--- config.mk ---
export PLATFORM = sky130hd
export DESIGN_NAME = axis_rr_arbiter_2_1
export DESIGN_NICKNAME = d
export VERILOG_FILES = /design/src/rtl/axis_rr_arbiter_2_1.sv
export SDC_FILE = /design/constraint.sdc
export NUM_CORES = 1
export LEC_CHECK = 0
export BUFFER_PORTS_ARGS = -buffer_cell sky130_fd_sc_hd__buf_2
export CAP_MARGIN = 30
export CORE_UTILIZATION = 34
export CTS_CLUSTER_DIAMETER = 100
export CTS_CLUSTER_SIZE = 10
export DETAILED_ROUTE_END_ITERATION = 7
export SYNTH_ARGS = -nofsm -noshare
export SYNTH_HDL_FRONTEND = slang
export SYNTH_SLANG_ARGS = --single-unit
--- constraint.sdc ---
create_clock -name clk -period 2.4 [get_ports clk]
set_input_delay 0.24 -clock clk [delete_from_list [all_inputs] [get_ports clk]]
set_output_delay 0.24 -clock clk [all_outputs]
set_load 0.005 [all_outputs]
--- src/rtl/axis_rr_arbiter_2_1.sv ---
// Packet-aware round-robin arbiter: two AXI-Stream sources onto one registered master port.
// A grant locks onto a source from its first accepted beat until its tlast beat.
module axis_rr_arbiter_2_1 #(
    parameter int DW = 8,
    parameter int CW = 16
) (
    input  logic          clk,
    input  logic          rst,
    input  logic [DW-1:0] s1_tdata,
    input  logic          s1_tvalid,
    input  logic          s1_tlast,
    output logic          s1_tready,
    input  logic [DW-1:0] s2_tdata,
    input  logic          s2_tvalid,
    input  logic          s2_tlast,
    output logic          s2_tready,
    output logic [DW-1:0] m_tdata,
    output logic          m_tvalid,
    output logic          m_tlast,
    input  logic          m_tready,
    output logic [1:0]    grant,
    output logic [CW-1:0] s1_pkt_cnt,
    output logic [CW-1:0] s2_pkt_cnt
);

    typedef enum logic [1:0] {
        IDLE = 2'd0,
        GNT1 = 2'd1,
        GNT2 = 2'd2
    } state_t;

    state_t        state_q, state_d;
    logic          last_q, last_d;          // 0: s1 granted most recently, 1: s2
    logic [DW-1:0] m_tdata_q, m_tdata_d;
    logic          m_tvalid_q, m_tvalid_d;
    logic          m_tlast_q, m_tlast_d;
    logic [CW-1:0] s1_cnt_q, s1_cnt_d;
    logic [CW-1:0] s2_cnt_q, s2_cnt_d;
    logic          out_ready;
    logic          acc1, acc2;

    assign out_ready = !m_tvalid_q || m_tready;
    assign acc1      = s1_tvalid && s1_tready;
    assign acc2      = s2_tvalid && s2_tready;

    always_ff @(posedge clk) begin
        // NOTE: non-blocking assignments so every flop updates from pre-edge values.
        if (rst) begin
            state_q <= IDLE;
            last_q  <= 1'b1;
        end else begin
            state_q <= state_d;
            last_q  <= last_d;
        end
    end

    always_comb begin
        // NOTE: defaults first so every path assigns and no latch is inferred.
        state_d = state_q;
        last_d  = last_q;
        case (state_q)
            IDLE: begin
                if (s1_tvalid && (!s2_tvalid || last_q)) begin
                    state_d = GNT1;
                    last_d  = 1'b0;
                end else if (s2_tvalid) begin
                    state_d = GNT2;
                    last_d  = 1'b1;
                end
            end
            GNT1: if (acc1 && s1_tlast) state_d = IDLE;
            GNT2: if (acc2 && s2_tlast) state_d = IDLE;
            default: state_d = IDLE;
        endcase
    end

    // Only the owner sees ready; the other source is held off until the packet ends.
    always_comb begin
        s1_tready = 1'b0;
        s2_tready = 1'b0;
        grant     = 2'b00;
        case (state_q)
            GNT1: begin
                s1_tready = out_ready;
                grant     = 2'b01;
            end
            GNT2: begin
                s2_tready = out_ready;
                grant     = 2'b10;
            end
            default: ;
        endcase
    end

    always_comb begin
        m_tdata_d  = m_tdata_q;
        m_tvalid_d = m_tvalid_q;
        m_tlast_d  = m_tlast_q;
        s1_cnt_d   = s1_cnt_q;
        s2_cnt_d   = s2_cnt_q;
        if (acc1) begin
            m_tdata_d  = s1_tdata;
            m_tlast_d  = s1_tlast;
            m_tvalid_d = 1'b1;
        end else if (acc2) begin
            m_tdata_d  = s2_tdata;
            m_tlast_d  = s2_tlast;
            m_tvalid_d = 1'b1;
        end else if (out_ready) begin
            m_tvalid_d = 1'b0;
        end
        if (acc1 && s1_tlast) s1_cnt_d = s1_cnt_q + CW'(1);
        if (acc2 && s2_tlast) s2_cnt_d = s2_cnt_q + CW'(1);
    end

    always_ff @(posedge clk) begin
        if (rst) begin
            m_tdata_q  <= '0;
            m_tvalid_q <= 1'b0;
            m_tlast_q  <= 1'b0;
            s1_cnt_q   <= '0;
            s2_cnt_q   <= '0;
        end else begin
            m_tdata_q  <= m_tdata_d;
            m_tvalid_q <= m_tvalid_d;
            m_tlast_q  <= m_tlast_d;
            s1_cnt_q   <= s1_cnt_d;
            s2_cnt_q   <= s2_cnt_d;
        end
    end

    assign m_tdata    = m_tdata_q;
    assign m_tvalid   = m_tvalid_q;
    assign m_tlast    = m_tlast_q;
    assign s1_pkt_cnt = s1_cnt_q;
    assign s2_pkt_cnt = s2_cnt_q;

endmodule

==> impl_metrics.py, run 1 <==
metrics = {
    "outcome": {
        "status": "finished, final reports clean",
    },
    "timing": {
        "fin_setup_tns_ns": 0,
        "finalCritPeriodShare_pct": 82.7,
        "tightest_slew_ns": 0.846,
        "period_needed_ns": 1.98,
        "relSlewSlack_pct": 43.6,
        "drv_slew": 0,
        "setup_viol": 0,
        "grt_setup_unrepaired": "no",
        "finClkSkew_ns": 0.00865,
        "hold_viol_final": 0,
        "fin_ws_ns": 0.416,
        "max_freq_mhz": 504,
    },
    "finish": {
        "fill_cells": 600,
        "fin_area_mm2": 0.00257,
        "num_antenna_cells": 0,
        "synthToLayoutAreaGrowth_pct": 24.3,
        "final-seq-area_um2": 901,
        "fin_nets": 339,
        "multi_input_area_mm2": 0.00110,
        "drive_gt1_share_pct": 25.2,
    },
    "synth": {
        "ys_ff_latch": 45,
        "synth_fa_ha_area_share_pct": 1.21,
        "ys_warn_count": 0,
        "yosys-top-cells-count": "45 x dfxtp_1, 29 x nand2_1, 23 x a21oi_1",
        "synth-simple-area-share_pct": 30.4,
        "synth-edff-count": 0,
        "synth_compound_area_share_pct": 17.1,
        "synth_top_area_cell": "dfxtp_1",
        "synth_area_leaders": "dfxtp_1 44%, a21oi_1 5.6%, nand2_1 5.3%",
        "synthXorXnorAreaFrac_pct": 3.81,
        "synthFlopType": "dfxtp_1",
        "seq_area_frac_synth_pct": 43.6,
        "post-synth-top-count-cell": "dfxtp_1",
        "syn_nets": 275,
        "synth_top_area_share_pct": 43.6,
        "syn-cell-area_mm2": 0.00207,
        "async_reset_ff_share_pct": 0,
        "synth_cell_types": 33,
        "synthCells": 250,
        "synth_top_family_by_area": "simple AND/OR/NAND/NOR gates",
        "synth_area_per_cell_um2": 8.27,
        "muxShareOfSynthArea_pct": 0.484,
    },
    "routing": {
        "routedWlPerCell_um": 13.1,
        "wl_mm": 5.10,
        "drc_errors": 0,
        "first_pass_iters": 5,
        "via_per_inst": 5.31,
        "ant_nets": 0,
        "vias": 2066,
        "drtIter0Drc": 97,
    },
    "die": {
        "die_h_um": 80.0,
        "die_area_mm2": 0.00640,
        "placeableCoreArea_mm2": 0.00589,
        "initial_core_util_pct": 35.1,
        "die_w_um": 80.0,
        "num_rows": 28,
        "io_pins": 69,
    },
    "global_routing": {
        "grt_max_degree": 46,
        "first_global_vias": 1786,
        "grt_pass1_wl_mm": 8.38,
        "antenna_found_initial": 0,
        "grt_usage_pct": 16.7,
        "grt.overflow.total": 0,
    },
    "critical_path": {
        "crit_fanout": 10,
        "crit_required_ns": 2.62,
        "critPathCaptureType": "flip-flop",
        "crit_arrival_ns": 2.21,
        "critical-path-slowest-cell": "or4_1",
        "crit_type": "flip-flop to flip-flop",
        "startpoint_type": "flip-flop",
        "critPathBufInv": 0,
        "path_cells": "ha_1, and4_1, nand3_1, or4_1, a21oi_1",
        "cp_slowest_stage_delay_ns": 0.60,
        "path_delay_family": "simple AND/OR/NAND/NOR gates",
    },
    "clock_network": {
        "cts.reportedPaths.clkPinSlew_ns": 0.09,
        "cts_root_buf": "clkbuf_8",
        "tritoncts": "built",
        "cts.sinks": 45,
        "cts_buffers": 5,
        "cts_resized": 0,
        "postCtsSetupRepairBufs": 0,
        "clk_path_buf_depth": 2,
        "insertion_delay_ns": 0.29,
        "ctsHoldBuffers": 0,
        "h-tree-depth": 2,
    },
    "placement": {
        "place.gp.congestion": 0.762,
        "port_buffers": 68,
        "place.detailed.hpwl_mm": 3.57,
        "dp_worst_setup_slack_ns": 0.435,
        "dpl_cell_area_mm2": 0.00246,
    },
    "power_and_ir_drop": {
        "p_leak_uw": 0.00103,
        "total_power_uw": 1460,
        "max-vdd-ir-drop_v": 0.000355,
        "power_density_mw_per_mm2": 569,
    },
    "hold_path": {
        "hold_class": "primary input to flip-flop",
    },
    "flow_run": {
        "cap_violations": 0,
    },
}
==> worst paths after layout <==
kind                                             startpoint                           to  slack (ns)  cells past startpoint
worst max-delay path             s1_pkt_cnt[0]$_SDFFE_PP0P_  s1_pkt_cnt[14]$_SDFFE_PP0P_        0.42                      5
worst min-delay path                            s2_tdata[6]      m_tdata[6]$_SDFFE_PP0P_        0.20                      3
worst max register to register   s1_pkt_cnt[0]$_SDFFE_PP0P_  s1_pkt_cnt[14]$_SDFFE_PP0P_        0.42                      5
worst min register to register  s2_pkt_cnt[15]$_SDFFE_PP0P_  s2_pkt_cnt[15]$_SDFFE_PP0P_        0.48                      2
==> state kept, by name (all words and copies together) (netlist names) <==
register and flops:
s1_pkt_cnt 16, s2_pkt_cnt 16, m_tdata 8, state_q 2
last_q 1, m_tlast 1, m_tvalid 1
==> placed cells by master, fill, tap and decap left out, drive strengths merged, types with 2 or more instances in the layout <==
master   n
clkbuf   5
nand3   12
nor2    21
nor4     2
and4     4
buf     70
or3     11
xor2     6
nand2b   2
inv      5
and3     4
a21oi   23
or4     12
xnor2    3
o31ai   11
dfxtp   45
ha       2
a31oi    2
nand2   29
nand4   14
o21ai   11
a311oi   8
and2     2
nor2b    3
==> worst reg2reg max path: stages, from the launching register on <==
cell and delay, ns:
dfxtp_1 0.40, ha_1 0.19, and4_1 0.26, nand3_1 0.32
or4_1 0.61, a21oi_1 0.15
==> through the flow <==
stage | cells | utilization, % | hold WS [ns]
4_1_cts | 389 | 43.6 | 0.199
3_3_place_gp | 382 | 41.9 | 0.463
6_report | 389 | 43.6 | 0.205
3_5_place_dp | 382 | 41.9 | 0.464
2_1_floorplan | 250 | - | 0.355
5_1_grt | 389 | 43.6 | 0.201
==> layer usage <==
metal	GRT usage, %	wire, µm
met5	0	0
met4	4.29	57
met3	4.57	322
met2	25.5	2180
met1	23.1	2540
==> cell type report <==
type,instances,share of cell area [%]
Clock buffer,5,2.68
Clock inverter,2,1.36
Inverter,5,0.731
Multi-Input combinational cell,187,42.7
Sequential cell,45,35.1
Tap cell,75,3.65
Timing Repair Buffer,70,13.8
==> cells by family after synthesis <==
kind of cell / Yosys count
and+or+nand+nor: 118
AOI/OAI and AO/OA: 57
DFF: 45
buffers and inverters: 18
xor gates and xnor gates: 9
adders and majority gates: 2
muxes: 1
==> power by group <==
| group | internal [µW] | switching (µW) | leakage (µW) |
|---|---|---|---|
| Sequential | 767 | 14.8 | 0.000364 |
| Combinational | 54.0 | 73.7 | 0.000609 |
| Clock | 303 | 249 | 0.0000540 |
| Total | 1120 | 338 | 0.00103 |
Power figures use the tool's default switching activity.
==> run 2, diff against run 1 <==
==> constraint.sdc (replaced) <==
create_clock -name clk -period 2.07 [get_ports clk]
set_input_delay 0.207 -clock clk [delete_from_list [all_inputs] [get_ports clk]]
set_output_delay 0.207 -clock clk [all_outputs]
set_load 0.005 [all_outputs]
==> run 2 against run 1 <==
Sequential power up 16%; die area unchanged; register-to-register slack worse by 0.18 ns; sequential share of layout area down 0.77 points; non-clock buffer count up 6; worst setup slack worse by 0.18 ns; critical path type unchanged.
==> impl_metrics.py, run 2 (synthesized netlist as in run 1, its figures left out) <==
metrics = {
    "flow_run": {
        "cap_violations": 0,
    },
    "timing": {
        "relSlewSlack_pct": 69.9,
        "drv_slew": 0,
        "tightest_slew_ns": 0.451,
        "grt_setup_unrepaired": "no",
        "fin_setup_tns_ns": 0,
        "finClkSkew_ns": 0.0106,
        "fin_ws_ns": 0.234,
        "period_needed_ns": 1.84,
        "hold_viol_final": 0,
        "finalCritPeriodShare_pct": 88.7,
        "max_freq_mhz": 545,
        "setup_viol": 0,
    },
    "routing": {
        "wl_mm": 5.31,
        "vias": 2128,
        "first_pass_iters": 4,
        "routedWlPerCell_um": 13.4,
        "drtIter0Drc": 95,
        "via_per_inst": 5.39,
        "drc_errors": 0,
        "ant_nets": 0,
    },
    "hold_path": {
        "hold_start": "s2_tdata[1]",
        "whs_path_depth": 3,
        "min_to": "m_tdata[1]$_SDFFE_PP0P_",
        "hold_class": "primary input to flip-flop",
    },
    "critical_path": {
        "crit_required_ns": 2.31,
        "cp_slowest_stage_delay_ns": 0.57,
        "regToRegStartpoint": "s1_pkt_cnt[0]$_SDFFE_PP0P_",
        "crit_fanout": 10,
        "r2r_setup_slack_ns": 0.23,
        "startpoint_type": "flip-flop",
        "critPathBufInv": 0,
        "reg2regPathDepth": 5,
        "crit_type": "flip-flop to flip-flop",
        "path_delay_family": "simple AND/OR/NAND/NOR gates",
        "crit_arrival_ns": 2.07,
        "critPathCaptureType": "flip-flop",
        "path_cells": "ha_1, and4_1, nand3_1, or4_1, a21oi_1",
        "reg2reg_to": "s1_pkt_cnt[12]$_SDFFE_PP0P_",
        "critical-path-slowest-cell": "or4_1",
    },
    "clock_network": {
        "cts.reportedPaths.clkPinSlew_ns": 0.09,
        "cts.sinks": 45,
        "postCtsSetupRepairBufs": 0,
        "tritoncts": "built",
        "ctsHoldBuffers": 0,
        "h-tree-depth": 2,
        "clk_path_buf_depth": 2,
        "cts_root_buf": "clkbuf_8",
        "cts_resized": 0,
        "insertion_delay_ns": 0.30,
        "cts_buffers": 5,
    },
    "global_routing": {
        "grt_pass1_wl_mm": 8.56,
        "grt_usage_pct": 17.2,
        "grt_max_degree": 24,
        "antenna_found_initial": 0,
        "first_global_vias": 1797,
        "grt.overflow.total": 0,
    },
    "power_and_ir_drop": {
        "p_leak_uw": 0.00106,
        "max-vdd-ir-drop_v": 0.000274,
        "power_density_mw_per_mm2": 647,
    },
    "finish": {
        "fin_nets": 345,
        "final_common_cell": "buf_2",
        "layout_common_cells": "68 x buf_2, 45 x dfxtp_1, 29 x nand2_1",
        "synthToLayoutAreaGrowth_pct": 27.1,
        "drive_gt1_share_pct": 26.6,
        "fin_cells": 395,
        "num_antenna_cells": 0,
        "fin_util_pct": 44.6,
    },
    "die": {
        "die_area_mm2": 0.00640,
        "io_pins": 69,
        "num_rows": 28,
        "die_h_um": 80.0,
        "initial_core_util_pct": 35.1,
        "die_w_um": 80.0,
        "placeableCoreArea_mm2": 0.00589,
    },
    "placement": {
        "place.gp.congestion": 0.794,
        "port_buffers": 68,
        "place.detailed.hpwl_mm": 3.83,
        "dp.cells": 388,
        "dp_worst_setup_slack_ns": 0.260,
    },
    "outcome": {
        "status": "finished, final reports clean",
    },
}
## run 2: changes by cell type in the layout (fill, tap and decap cells not counted), sizes merged
cell / previous run / this run
buf: 70 / 76
## run 2: where the power goes
part	switching, µW	internal (µW)	total, µW
sequential	17.1	889	907
combinational	88.0	68.9	157
clock	285	351	636
## run 2: worst reg2reg max path, stage by stage (launching register included)
cell     delay [ns]
dfxtp_1        0.40
ha_1           0.19
and4_1         0.22
nand3_1        0.26
or4_1          0.57
a21oi_1        0.14
## run 2: area by class of cell
type / count / area, µm²
tap: 75 / 93.8
multi-input combinational: 187 / 1100
clock inverter: 2 / 35.0
sequential: 45 / 901
clock buffer: 5 / 68.8
timing repair buffer: 76 / 413
fill: 630 / 3260
inverter: 5 / 18.8
## run 2: worst max path at each step
stage / cells past startpoint / startpoint / to / slack (ns)
2_1_floorplan: 5 / s1_pkt_cnt[0]$_SDFFE_PP0P_ / s1_pkt_cnt[12]$_SDFFE_PP0P_ / 0.42
3_3_place_gp: 5 / s1_pkt_cnt[0]$_SDFFE_PP0P_ / s1_pkt_cnt[14]$_SDFFE_PP0P_ / 0.30
3_5_place_dp: 5 / s1_pkt_cnt[1]$_SDFFE_PP0P_ / s1_pkt_cnt[14]$_SDFFE_PP0P_ / 0.26
4_1_cts: 5 / s1_pkt_cnt[0]$_SDFFE_PP0P_ / s1_pkt_cnt[14]$_SDFFE_PP0P_ / 0.21
5_1_grt: 5 / s1_pkt_cnt[0]$_SDFFE_PP0P_ / s1_pkt_cnt[12]$_SDFFE_PP0P_ / 0.05
6_report: 5 / s1_pkt_cnt[0]$_SDFFE_PP0P_ / s1_pkt_cnt[12]$_SDFFE_PP0P_ / 0.23
## run 2: routing by layer
layer	GRT usage (%)	wire, µm
met1	22.9	2530
met2	26.8	2450
met3	4.80	258
met4	5.18	61
met5	0	0
## run 2: stage by stage
step,hold slack [ns],cell area [µm²],total power [µW]
final,0.169,2630,1700
after global routing,0.157,2630,1790
after CTS,0.158,2630,1730
after detailed placement,0.473,2520,1080
after global placement,0.462,2520,1080
after floorplan,0.322,2070,1010
==> run 3, diff against run 2 <==
--- a/config.mk
+++ b/config.mk
@@ -7,6 +7,7 @@
 export LEC_CHECK = 0
 export BUFFER_PORTS_ARGS = -buffer_cell sky130_fd_sc_hd__buf_2
 export CAP_MARGIN = 30
+export CORE_ASPECT_RATIO = 1.1
 export CORE_UTILIZATION = 34
 export CTS_CLUSTER_DIAMETER = 100
 export CTS_CLUSTER_SIZE = 10
==> run 3 against run 2 <==
Cell count is 0.76% higher; design area is 0.24% higher; first-iteration DRC count is 37% lower; clock-buffer cell count is 1 higher; sequential power hardly changed; via count is 3.0% lower; sequential cell count stayed put; critical path depth stayed put; combinational power is 3% lower; non-clock buffer count stayed put; critical path type unchanged.
==> impl_metrics.py, run 3 (synthesized netlist as in run 1, its figures left out) <==
metrics = {
    "critical_path": {
        "crit_fanout": 10,
        "startpoint_type": "flip-flop",
        "path_delay_family": "simple AND/OR/NAND/NOR gates",
        "regToRegStartpoint": "s1_pkt_cnt[0]$_SDFFE_PP0P_",
        "crit_type": "flip-flop to flip-flop",
        "reg2regPathDepth": 5,
        "cp.depth": 5,
        "path_cells": "ha_1, and4_1, nand3_1, or4_1, a21oi_1",
        "critical-path-slowest-cell": "or4_1",
        "crit_arrival_ns": 2.09,
        "critPathCaptureType": "flip-flop",
        "reg2reg_to": "s1_pkt_cnt[14]$_SDFFE_PP0P_",
        "r2r_setup_slack_ns": 0.21,
        "crit_required_ns": 2.30,
        "cp_slowest_stage_delay_ns": 0.59,
        "critPathBufInv": 0,
    },
    "timing": {
        "drv_slew": 0,
        "max_freq_mhz": 538,
        "fin_setup_tns_ns": 0,
        "hold_viol_final": 0,
        "grt_setup_unrepaired": "no",
        "period_needed_ns": 1.86,
        "finalCritPeriodShare_pct": 89.8,
        "relSlewSlack_pct": 67.8,
        "tightest_slew_ns": 0.483,
        "finClkSkew_ns": 0.0102,
        "setup_viol": 0,
    },
    "power_and_ir_drop": {
        "power_switching_uw": 404,
        "p_comb_share_pct": 8.7,
        "max-vdd-ir-drop_v": 0.000325,
        "clock_power_share_pct": 39.5,
        "switching_share_pct": 23.1,
        "total_power_uw": 1750,
        "seq_power_share_pct": 51.8,
        "p_leak_uw": 0.00106,
        "power_density_mw_per_mm2": 666,
        "p_int_uw": 1350,
    },
    "routing": {
        "wl_mm": 5.05,
        "drc_errors": 0,
        "drtIter0Drc": 60,
        "vias": 2065,
        "first_pass_iters": 6,
        "ant_nets": 0,
        "routedWlPerCell_um": 12.7,
        "via_per_inst": 5.19,
    },
    "hold_path": {
        "whs_path_depth": 3,
        "hold_class": "primary input to flip-flop",
        "min_to": "m_tdata[5]$_SDFFE_PP0P_",
        "hold_start": "s2_tdata[5]",
    },
    "clock_network": {
        "tritoncts": "built",
        "cts_buffers": 5,
        "h-tree-depth": 2,
        "postCtsSetupRepairBufs": 0,
        "cts_resized": 0,
        "ctsHoldBuffers": 0,
        "cts.sinks": 45,
        "clk_path_buf_depth": 2,
        "cts.reportedPaths.clkPinSlew_ns": 0.09,
        "insertion_delay_ns": 0.30,
        "cts_root_buf": "clkbuf_8",
    },
    "flow_run": {
        "cap_violations": 0,
    },
    "global_routing": {
        "first_global_vias": 1795,
        "grt_max_degree": 27,
        "grt.overflow.total": 0,
        "grt_usage_pct": 16.3,
        "grt_pass1_wl_mm": 8.42,
        "antenna_found_initial": 0,
    },
    "finish": {
        "num_antenna_cells": 0,
        "drive_gt1_share_pct": 26.8,
        "fin_nets": 345,
        "synthToLayoutAreaGrowth_pct": 27.4,
        "layout_common_cells": "68 x buf_2, 45 x dfxtp_1, 29 x nand2_1",
        "final_common_cell": "buf_2",
    },
    "placement": {
        "place.gp.congestion": 0.835,
        "port_buffers": 68,
        "place.detailed.hpwl_mm": 3.61,
    },
    "die": {
        "num_rows": 29,
        "initial_core_util_pct": 35.6,
        "die_w_um": 76.3,
        "die_h_um": 83.8,
        "placeableCoreArea_mm2": 0.00581,
        "io_pins": 69,
        "die_area_mm2": 0.00640,
    },
    "outcome": {
        "status": "finished, final reports clean",
    },
}
run 3: power groups by stage:
| stage | clock network (µW) | logic (µW) | registers (µW) |
|---|---|---|---|
| 2_1_floorplan | 0 | 78.7 | 927 |
| 3_3_place_gp | 0 | 153 | 926 |
| 3_5_place_dp | 0 | 154 | 926 |
| 4_1_cts | 719 | 154 | 907 |
| 5_1_grt | 756 | 171 | 911 |
| 6_report | 693 | 153 | 907 |
run 3: per-stage QoR:
step | util [%] | instance area, µm² | setup WS [ns] | instances | hold WS [ns]
global placement | 43.3 | 2510 | 0.271 | 390 | 0.461
finish | 45.3 | 2630 | 0.212 | 398 | 0.159
floorplan | - | 2070 | 0.422 | 250 | 0.322
CTS | 45.3 | 2630 | 0.201 | 398 | 0.146
global route | 45.3 | 2630 | 0.0433 | 398 | 0.162
detailed placement | 43.3 | 2510 | 0.243 | 390 | 0.467
run 3: final cells by class:
| class | instances | area [µm²] |
|---|---|---|
| fillers | 605 | 3170 |
| multi-input cells | 187 | 1100 |
| flip-flops and latches | 45 | 901 |
| repair buffers | 76 | 400 |
| well taps | 77 | 96.3 |
| clock buffers | 6 | 82.6 |
| clock inverters | 2 | 37.5 |
| inverters | 5 | 18.8 |
run 3: worst max path at each step:
stage / startpoint / to
3_3_place_gp: s1_pkt_cnt[0]$_SDFFE_PP0P_ / s1_pkt_cnt[14]$_SDFFE_PP0P_
5_1_grt: s1_pkt_cnt[0]$_SDFFE_PP0P_ / s1_pkt_cnt[10]$_SDFFE_PP0P_
2_1_floorplan: s1_pkt_cnt[0]$_SDFFE_PP0P_ / s1_pkt_cnt[12]$_SDFFE_PP0P_
6_report: s1_pkt_cnt[0]$_SDFFE_PP0P_ / s1_pkt_cnt[14]$_SDFFE_PP0P_
4_1_cts: s1_pkt_cnt[0]$_SDFFE_PP0P_ / s1_pkt_cnt[14]$_SDFFE_PP0P_
3_5_place_dp: s1_pkt_cnt[0]$_SDFFE_PP0P_ / s1_pkt_cnt[14]$_SDFFE_PP0P_
run 3: routing by layer:
metal	share of wire (%)	routed length (µm)	up-vias	track usage, %
li1	-	-	1075	-
met1	49	2450	928	21.5
met2	45	2260	58	25.6
met3	5.7	289	4	4.48
met4	0.97	49	0	5.24
met5	0	0	-	0
run 3: worst min-delay path: cells and delay by family:
family | cells | cell delay [ns]
and+or+nand+nor | 1 | 0.04
AOI/OAI and AO/OA | 1 | 0.07
buffers and inverters | 1 | 0.09
